==> config.mk <==
export PLATFORM = sky130hd
export DESIGN_NAME = mouse_bus_interface
export DESIGN_NICKNAME = d
export VERILOG_FILES = /design/src/rtl/mouse_bus_interface.sv
export SDC_FILE = /design/constraint.sdc
export NUM_CORES = 1
export LEC_CHECK = 0
export CAP_MARGIN = 20
export CELL_PAD_IN_SITES_DETAIL_PLACEMENT = 0
export CELL_PAD_IN_SITES_GLOBAL_PLACEMENT = 1
export CORE_AREA = 2 2 106 108
export CTS_BUF_LIST = sky130_fd_sc_hd__clkbuf_8 sky130_fd_sc_hd__clkbuf_16
export CTS_CLUSTER_SIZE = 28
export DETAILED_ROUTE_END_ITERATION = 8
export DIE_AREA = 0 0 108 110
export PLACE_DENSITY = 0.9
export SYNTH_ARGS = -nofsm -noshare
export SYNTH_HDL_FRONTEND = slang
export SYNTH_SLANG_ARGS = --single-unit
==> constraint.sdc <==
create_clock -name CLK -period 5.1 [get_ports CLK]
set_clock_uncertainty 0.05 [all_clocks]
set_input_delay 1.02 -clock CLK [delete_from_list [all_inputs] [get_ports CLK]]
set_output_delay 1.02 -clock CLK [all_outputs]
set_load 0.02 [all_outputs]
==> src/rtl/mouse_bus_interface.sv <==
// Event FIFO for mouse transceiver updates, exposed as a six-register window on the
// 8-bit processor bus. A level interrupt flags new events when enabled.
module mouse_bus_interface #(
  parameter logic [7:0] BASE_ADDR    = 8'hA0,
  parameter int         DEPTH        = 4,
  parameter logic       IRQ_EN_RESET = 1'b0
) (
  input  logic       CLK,
  input  logic       RESET,
  input  logic [3:0] MOUSE_STATUS,
  input  logic [7:0] MOUSE_X,
  input  logic [7:0] MOUSE_Y,
  input  logic [7:0] MOUSE_SCROLL,
  input  logic       MOUSE_UPDATE,
  input  logic [7:0] BUS_ADDR,
  input  logic [7:0] BUS_DATA_IN,
  input  logic       BUS_WE,
  input  logic       BUS_RE,
  output logic [7:0] BUS_DATA_OUT,
  output logic       BUS_DATA_OE,
  output logic       BUS_INTERRUPT_RAISE,
  input  logic       BUS_INTERRUPT_ACK
);
  localparam int AW = $clog2(DEPTH);
  localparam int CW = AW + 1;

  logic [27:0]   fifo_mem [DEPTH];
  logic [AW-1:0] wr_ptr_reg, rd_ptr_reg;
  logic [CW-1:0] count_reg, count_next;
  logic          overflow_reg, overflow_next;
  logic          irq_en_reg, irq_en_next;
  logic          raise_reg, raise_next;
  logic [7:0]    data_out_reg;
  logic          oe_reg;

  logic [5:0]    sel;
  logic          in_window, empty, full, do_push, do_pop, ctrl_wr;
  logic [27:0]   head;
  logic [7:0]    rd_data;
  logic [5:0]    data_in_unused;

  // One-hot decode of the register window, one comparator per register.
  genvar gi;
  generate
    for (gi = 0; gi < 6; gi++) begin : g_decode
      assign sel[gi] = (BUS_ADDR == BASE_ADDR + 8'(gi));
    end
  endgenerate

  assign in_window      = |sel;
  assign data_in_unused = BUS_DATA_IN[7:2];
  assign empty          = (count_reg == '0);
  assign full           = (count_reg == CW'(DEPTH));
  assign do_pop         = BUS_WE && sel[4] && !empty;
  // A pop in the same cycle frees the slot a full FIFO would otherwise refuse.
  assign do_push        = MOUSE_UPDATE && (!full || do_pop);
  assign ctrl_wr        = BUS_WE && sel[5];
  assign head           = empty ? 28'd0 : fifo_mem[rd_ptr_reg];

  always_ff @(posedge CLK) begin
    if (RESET && do_push)
      fifo_mem[wr_ptr_reg] <= {MOUSE_STATUS, MOUSE_X, MOUSE_Y, MOUSE_SCROLL};
  end

  always_comb begin
    count_next = count_reg;
    if (do_push && !do_pop)
      count_next = count_reg + CW'(1);
    else if (do_pop && !do_push)
      count_next = count_reg - CW'(1);
  end

  always_comb begin
    overflow_next = overflow_reg;
    if (MOUSE_UPDATE && full && !do_pop)
      overflow_next = 1'b1;
    else if (ctrl_wr && BUS_DATA_IN[1])
      overflow_next = 1'b0;
  end

  always_comb begin
    irq_en_next = ctrl_wr ? BUS_DATA_IN[0] : irq_en_reg;
    // A push outranks a same-cycle acknowledge; enabling with events pending re-raises.
    raise_next  = irq_en_next &&
                  (do_push ||
                   (ctrl_wr && !irq_en_reg && BUS_DATA_IN[0] && !empty) ||
                   (raise_reg && !BUS_INTERRUPT_ACK));
  end

  always_comb begin
    rd_data = 8'd0;
    if (sel[0]) rd_data = {4'b0, head[27:24]};
    if (sel[1]) rd_data = head[23:16];
    if (sel[2]) rd_data = head[15:8];
    if (sel[3]) rd_data = head[7:0];
    if (sel[4]) rd_data = {overflow_reg, irq_en_reg, 1'b0, 5'(count_reg)};
    if (sel[5]) rd_data = {7'b0, irq_en_reg};
  end

  always_ff @(posedge CLK) begin
    if (!RESET) begin
      wr_ptr_reg   <= '0;
      rd_ptr_reg   <= '0;
      count_reg    <= '0;
      overflow_reg <= 1'b0;
      irq_en_reg   <= IRQ_EN_RESET;
      raise_reg    <= 1'b0;
      data_out_reg <= 8'd0;
      oe_reg       <= 1'b0;
    end else begin
      if (do_push) wr_ptr_reg <= wr_ptr_reg + AW'(1);
      if (do_pop)  rd_ptr_reg <= rd_ptr_reg + AW'(1);
      count_reg    <= count_next;
      overflow_reg <= overflow_next;
      irq_en_reg   <= irq_en_next;
      raise_reg    <= raise_next;
      oe_reg       <= BUS_RE && in_window;
      data_out_reg <= (BUS_RE && in_window) ? rd_data : 8'd0;
    end
  end

  assign BUS_DATA_OUT        = data_out_reg;
  assign BUS_DATA_OE         = oe_reg;
  assign BUS_INTERRUPT_RAISE = raise_reg;

endmodule

; Word-level counts from Yosys, hierarchy flattened
; Memory sizes are Yosys's and may differ from the RTL's. A register that Yosys moved wholly into a read port is not among the register bits.
; Index checks and enable logic that the tools add are counted.
[op_classes]
n_mux = 16
reduce_logical = 32
eq_ne = 7
add_sub_neg = 4
bitwise_logic = 2
[op_table]
columns = cell, n
row1 = $eq 8x8->1 const B, 6
row2 = $mux 8, 4
row3 = $mux 28, 1
row4 = $logic_and 1x1->1, 16
row5 = $logic_not 1->1, 6
row6 = $mux 1, 6
row7 = $mux 3, 2
row8 = $reduce_or 6->1, 1
row9 = $add 2x1->2 const B, 2
row10 = $mux 2, 2
row11 = $mux 4, 1
row12 = $reduce_bool 2->1, 2
row13 = $reduce_or 4->1, 1
row14 = $add 3x1->3 const B, 1
row15 = $eq 3x3->1 const B, 1
row16 = $logic_not 3->1, 1
row17 = $logic_or 1x1->1, 3
row18 = $reduce_or 3->1, 1
row19 = $sub 3x1->3 const B, 1
row20 = $not 1->1, 2
row21 = $reduce_and 2->1, 1
[word_totals]
elab_cells = 72
input_bits = 50
out_inout_bits = 10
ff_bits = 19
ram_bits = 112
n_memories = 1
[memory_table]
columns = memory, depth, width, read_ports, rd_ports_with_merged_regs, wr, line_no
row1 = fifo_mem, 4, 28, 1, 1, 1, 27  ; logic [27:0] fifo_mem [DEPTH];

; Logic depth before layout (Yosys ltp)
[depth]
ltp_word = 9
depth_mapped = 10
mapped_depth_nobuf = 9

; Worst setup path after synthesis
; OpenSTA, ideal clock, no wires.
[synth_path]
kind = in2reg
start = input port BUS_ADDR[6]
end = register count_reg[2]
n_path_buf = 1
slack_ps = 1854
stages = 10
setup_ps = 76
arrival_ps = 3120
required_time_ps = 4974
cell_sequence = nand4bb_4 > o311ai_1 > and2_1 > buf_2 > ha_1 > inv_1 > fa_1 > xor2_1 > or3_1 > a21boi_0
[synth_between]
elab_chain_len = 8
elab_cells_between_ends = 11
cone_classes = 1 x eq/ne / 1 x mux / 9 x reduce/logical
[synth_lines]
columns = item, line_no
row1 = from (decl), 15  ; input logic [7:0] BUS_ADDR,
row2 = $eq 8x8->1 *, 46  ; assign sel[gi] = (BUS_ADDR == BASE_ADDR + 8'(gi));
row3 = $logic_and 1x1->1 * (2 in series), 54  ; assign do_pop = BUS_WE && sel[4] && !empty;
row4 = $logic_or 1x1->1, 56  ; assign do_push = MOUSE_UPDATE && (!full || do_pop);
row5 = $logic_and 1x1->1, 56
row6 = $logic_not 1->1, 69  ; else if (do_pop && !do_push)
row7 = $logic_and 1x1->1, 69
row8 = $reduce_bool 2->1 (no source line), -
row9 = to (signal assigned), 113  ; count_reg <= count_next;
row10 = to (decl), 29  ; logic [CW-1:0] count_reg, count_next;
; Mark *: on every way between the ends. The rest lies on a longest branch, timed or not.
; A chain may end at the register's enable or synchronous reset.

; Worst setup path in the final report
[layout_path]
start = input port BUS_ADDR[1]
end = register count_reg[2]
; Same word-level chain as after synthesis.

==> impl_metrics.toml <==
[status]
status = "finished clean"

[sta]
rsz0062_at_grt = "no"
hold_violations = 0
worst_pin_slew_ns = 0.644
setup_slack_ns = 1.52
tns_ns = 0
period_share_pct = 70.1
setup_viol = 0
maxSlewViolCount = 0
clock.fmax_mhz = 280
relSlewSlack_pct = 57.0
period_needed_ns = 3.58

[setup_path]
critical_path_class = "input pin to flip-flop"
worst_ep_arrival_time_ns = 3.96
crit_fanout = 22
rr_worst_depth = 9
cp_data_required_time_ns = 5.48
r2r_end = "count_reg[2]$_SDFFE_PN0P_"
startpoint_type = "input pin"
r2r_start = "count_reg[0]$_SDFFE_PN0P_"
rrSetupSlack_ns = 2.61
end_kind = "flip-flop"

[power_and_ir_drop]
switching_share_pct = 20.7
power_density_nw_per_um2 = 387
p_sw_uw = 519
combPwrFrac_pct = 6.6
clockPowerShare_pct = 43.7
ir_drop_v = 0.000231
p_leak_uw = 0.00211
internal-power_uw = 1990
power_frac_seq_pct = 49.8

[place]
dp_hpwl_mm = 6.07
dp.cells = 462
gp_congestion = 0.844
pre_cts_slack_ns = 0.986
placement.io_buffers = 53

[grt]
grt_max_degree = 30
overflow = 0
antenna_found_initial = 0
grt_pass1_vias = 2918
grtUsageTotal_pct = 18.0
grt_pass1_wl_mm = 15.3

[layout]
syn_to_final_growth_pct = 24.6
fin_nets = 398
largest_reg_flops = 112
final_cell_count_no_fill = 495
drive_gt1_share_pct = 20.6
insertedDiodeCount = 0

[detailed_routing]
drc = 0
via_count = 2747
ant_nets = 0
drt_iter0_markers = 204
viasPerCell = 5.55
drt-pass1-iter-count = 4
drt-total-wl_mm = 9.74
detail_route.wl_per_cell_um = 19.7

[logic_synthesis]
synthCells = 274
synth_top_area_share_pct = 64.6
synth-seq-cells = 133
synth_nets = 330
synth_top_cells_by_area = "edfxtp_1 65%, mux4_2 12%, dfxtp_1 8.1%"
seq_area_frac_synth_pct = 72.7
avgSynthCellArea_um2 = 19.0
synth_top_cell_by_area = "edfxtp_1"
synth_async_sr_flop_share_pct = 0
synth_common_cells = "112 x edfxtp_1, 28 x mux4_2, 21 x dfxtp_1"
synth_warnings = 0
yosysMostFrequentCell = "edfxtp_1"
syn_area_um2 = 5210
synth_cell_types = 43
synthFlopType = "edfxtp_1"
synth_edf_count = 112

[clock_tree]
cts.sinks = 133
clock_path_buffers = 2
clk_latency_ns = 0.51
cts_resized = 0
clockRootBuffer = "clkbuf_8"
cts_tree = "done"
cts.clk_slew.worst_paths_ns = 0.06
cts_hold_buf = 0
cts_buffers = 17
htreeDepth = 4
post-cts-setup-buffers = 0

[hold_path]
holdPathEnd = "BUS_DATA_OUT[7]$_SDFF_PP0_"
hold_start = "overflow_reg$_SDFFE_PN0P_"
hold_depth = 2
hold_path_class = "flip-flop to flip-flop"

[die]
rows = 38
core_area_um2 = 10700
fp.dieH_um = 110
fp.dieArea_um2 = 11900
initial_core_util_pct = 48.7
fp.dieW_um = 108
num_io_pins = 60

[job]
drv_cap = 0
[layer usage]
layer / vias to the layer above / routed length [µm] / track usage (%)
met5: - / 0 / 0
met3: 16 / 472 / 4.12
met1: 1413 / 4220 / 22.5
li1: 1241 / - / -
met2: 77 / 4880 / 29.7
met4: 0 / 176 / 8.97
[power groups by stage]
stage | Sequential (µW) | Combinational, µW | Clock [µW]
floorplan | 1270 | 88.5 | 0
global placement | 1270 | 158 | 0
detailed placement | 1270 | 165 | 0
CTS | 1250 | 166 | 1110
global route | 1250 | 178 | 1160
finish | 1250 | 164 | 1100
[worst max-delay path, stage by stage]
cell,delay (ns)
clkdlybuf4s50_1,0.39
buf_4,0.22
nand4bb_1,0.24
o311ai_1,0.37
and2_1,0.39
ha_1,0.25
inv_1,0.06
fa_1,0.37
xor2_1,0.17
or3_1,0.30
a21boi_0,0.16
[worst max-delay path by stage]
stage                      startpoint                        end  slack, ns  cells past startpoint
after floorplan           BUS_ADDR[6]  count_reg[2]$_SDFFE_PN0P_       1.85                     10
after global placement    BUS_ADDR[1]  count_reg[2]$_SDFFE_PN0P_       1.09                     11
after detailed placement  BUS_ADDR[1]  count_reg[2]$_SDFFE_PN0P_       0.99                     11
after CTS                 BUS_ADDR[1]  count_reg[2]$_SDFFE_PN0P_       1.55                     11
after global routing      BUS_ADDR[1]  count_reg[2]$_SDFFE_PN0P_       1.35                     11
final                     BUS_ADDR[1]  count_reg[2]$_SDFFE_PN0P_       1.52                     11
[layout make-up]
type | instances | area, µm²
clock buffers | 17 | 414
inverters | 5 | 18.8
fillers | 784 | 4210
clock inverters | 15 | 123
multi-input cells | 124 | 1350
flip-flops and latches | 133 | 3780
well taps | 140 | 175
repair buffers | 61 | 628
[stage by stage]
stage                     total power (µW)  cell area (µm²)  hold slack [ns]  utilization [%]
after detailed placement              1440             5930            0.446             55.5
final                                 2510             6490            0.449             60.7
after global routing                  2590             6490            0.498             60.7
after floorplan                       1350             5210            0.369                -
after CTS                             2530             6470            0.463             60.5
after global placement                1430             5930            0.443             55.5
[cells by family after synthesis]
family | Yosys count | synth area share, %
flip-flops | 133 | 72.7
AND/OR/NAND/NOR | 48 | 6.08
multiplexers | 37 | 13.9
AO/OA/AOI/OAI | 28 | 3.39
buffers and inverters | 17 | 1.51
adder cells (fa/ha/maj) | 6 | 1.59
XOR/XNOR | 5 | 0.841
[layout by cell type (no fill, tap or decap), drive strengths merged, types with 3 or more instances in the layout]
cell type,n
a21boi,3
a21oi,7
and2,7
and3,4
buf,8
clkbuf,17
clkdlybuf4s50,53
clkinv,10
dfxtp,21
edfxtp,112
ha,5
inv,7
mux2,4
mux2i,5
mux4,28
nand2,9
nand4bb,3
nor2,5
nor2b,5
nor3,4
nor4,3
o21ai,9
xnor2,3
Power figures use the tool's default switching activity.
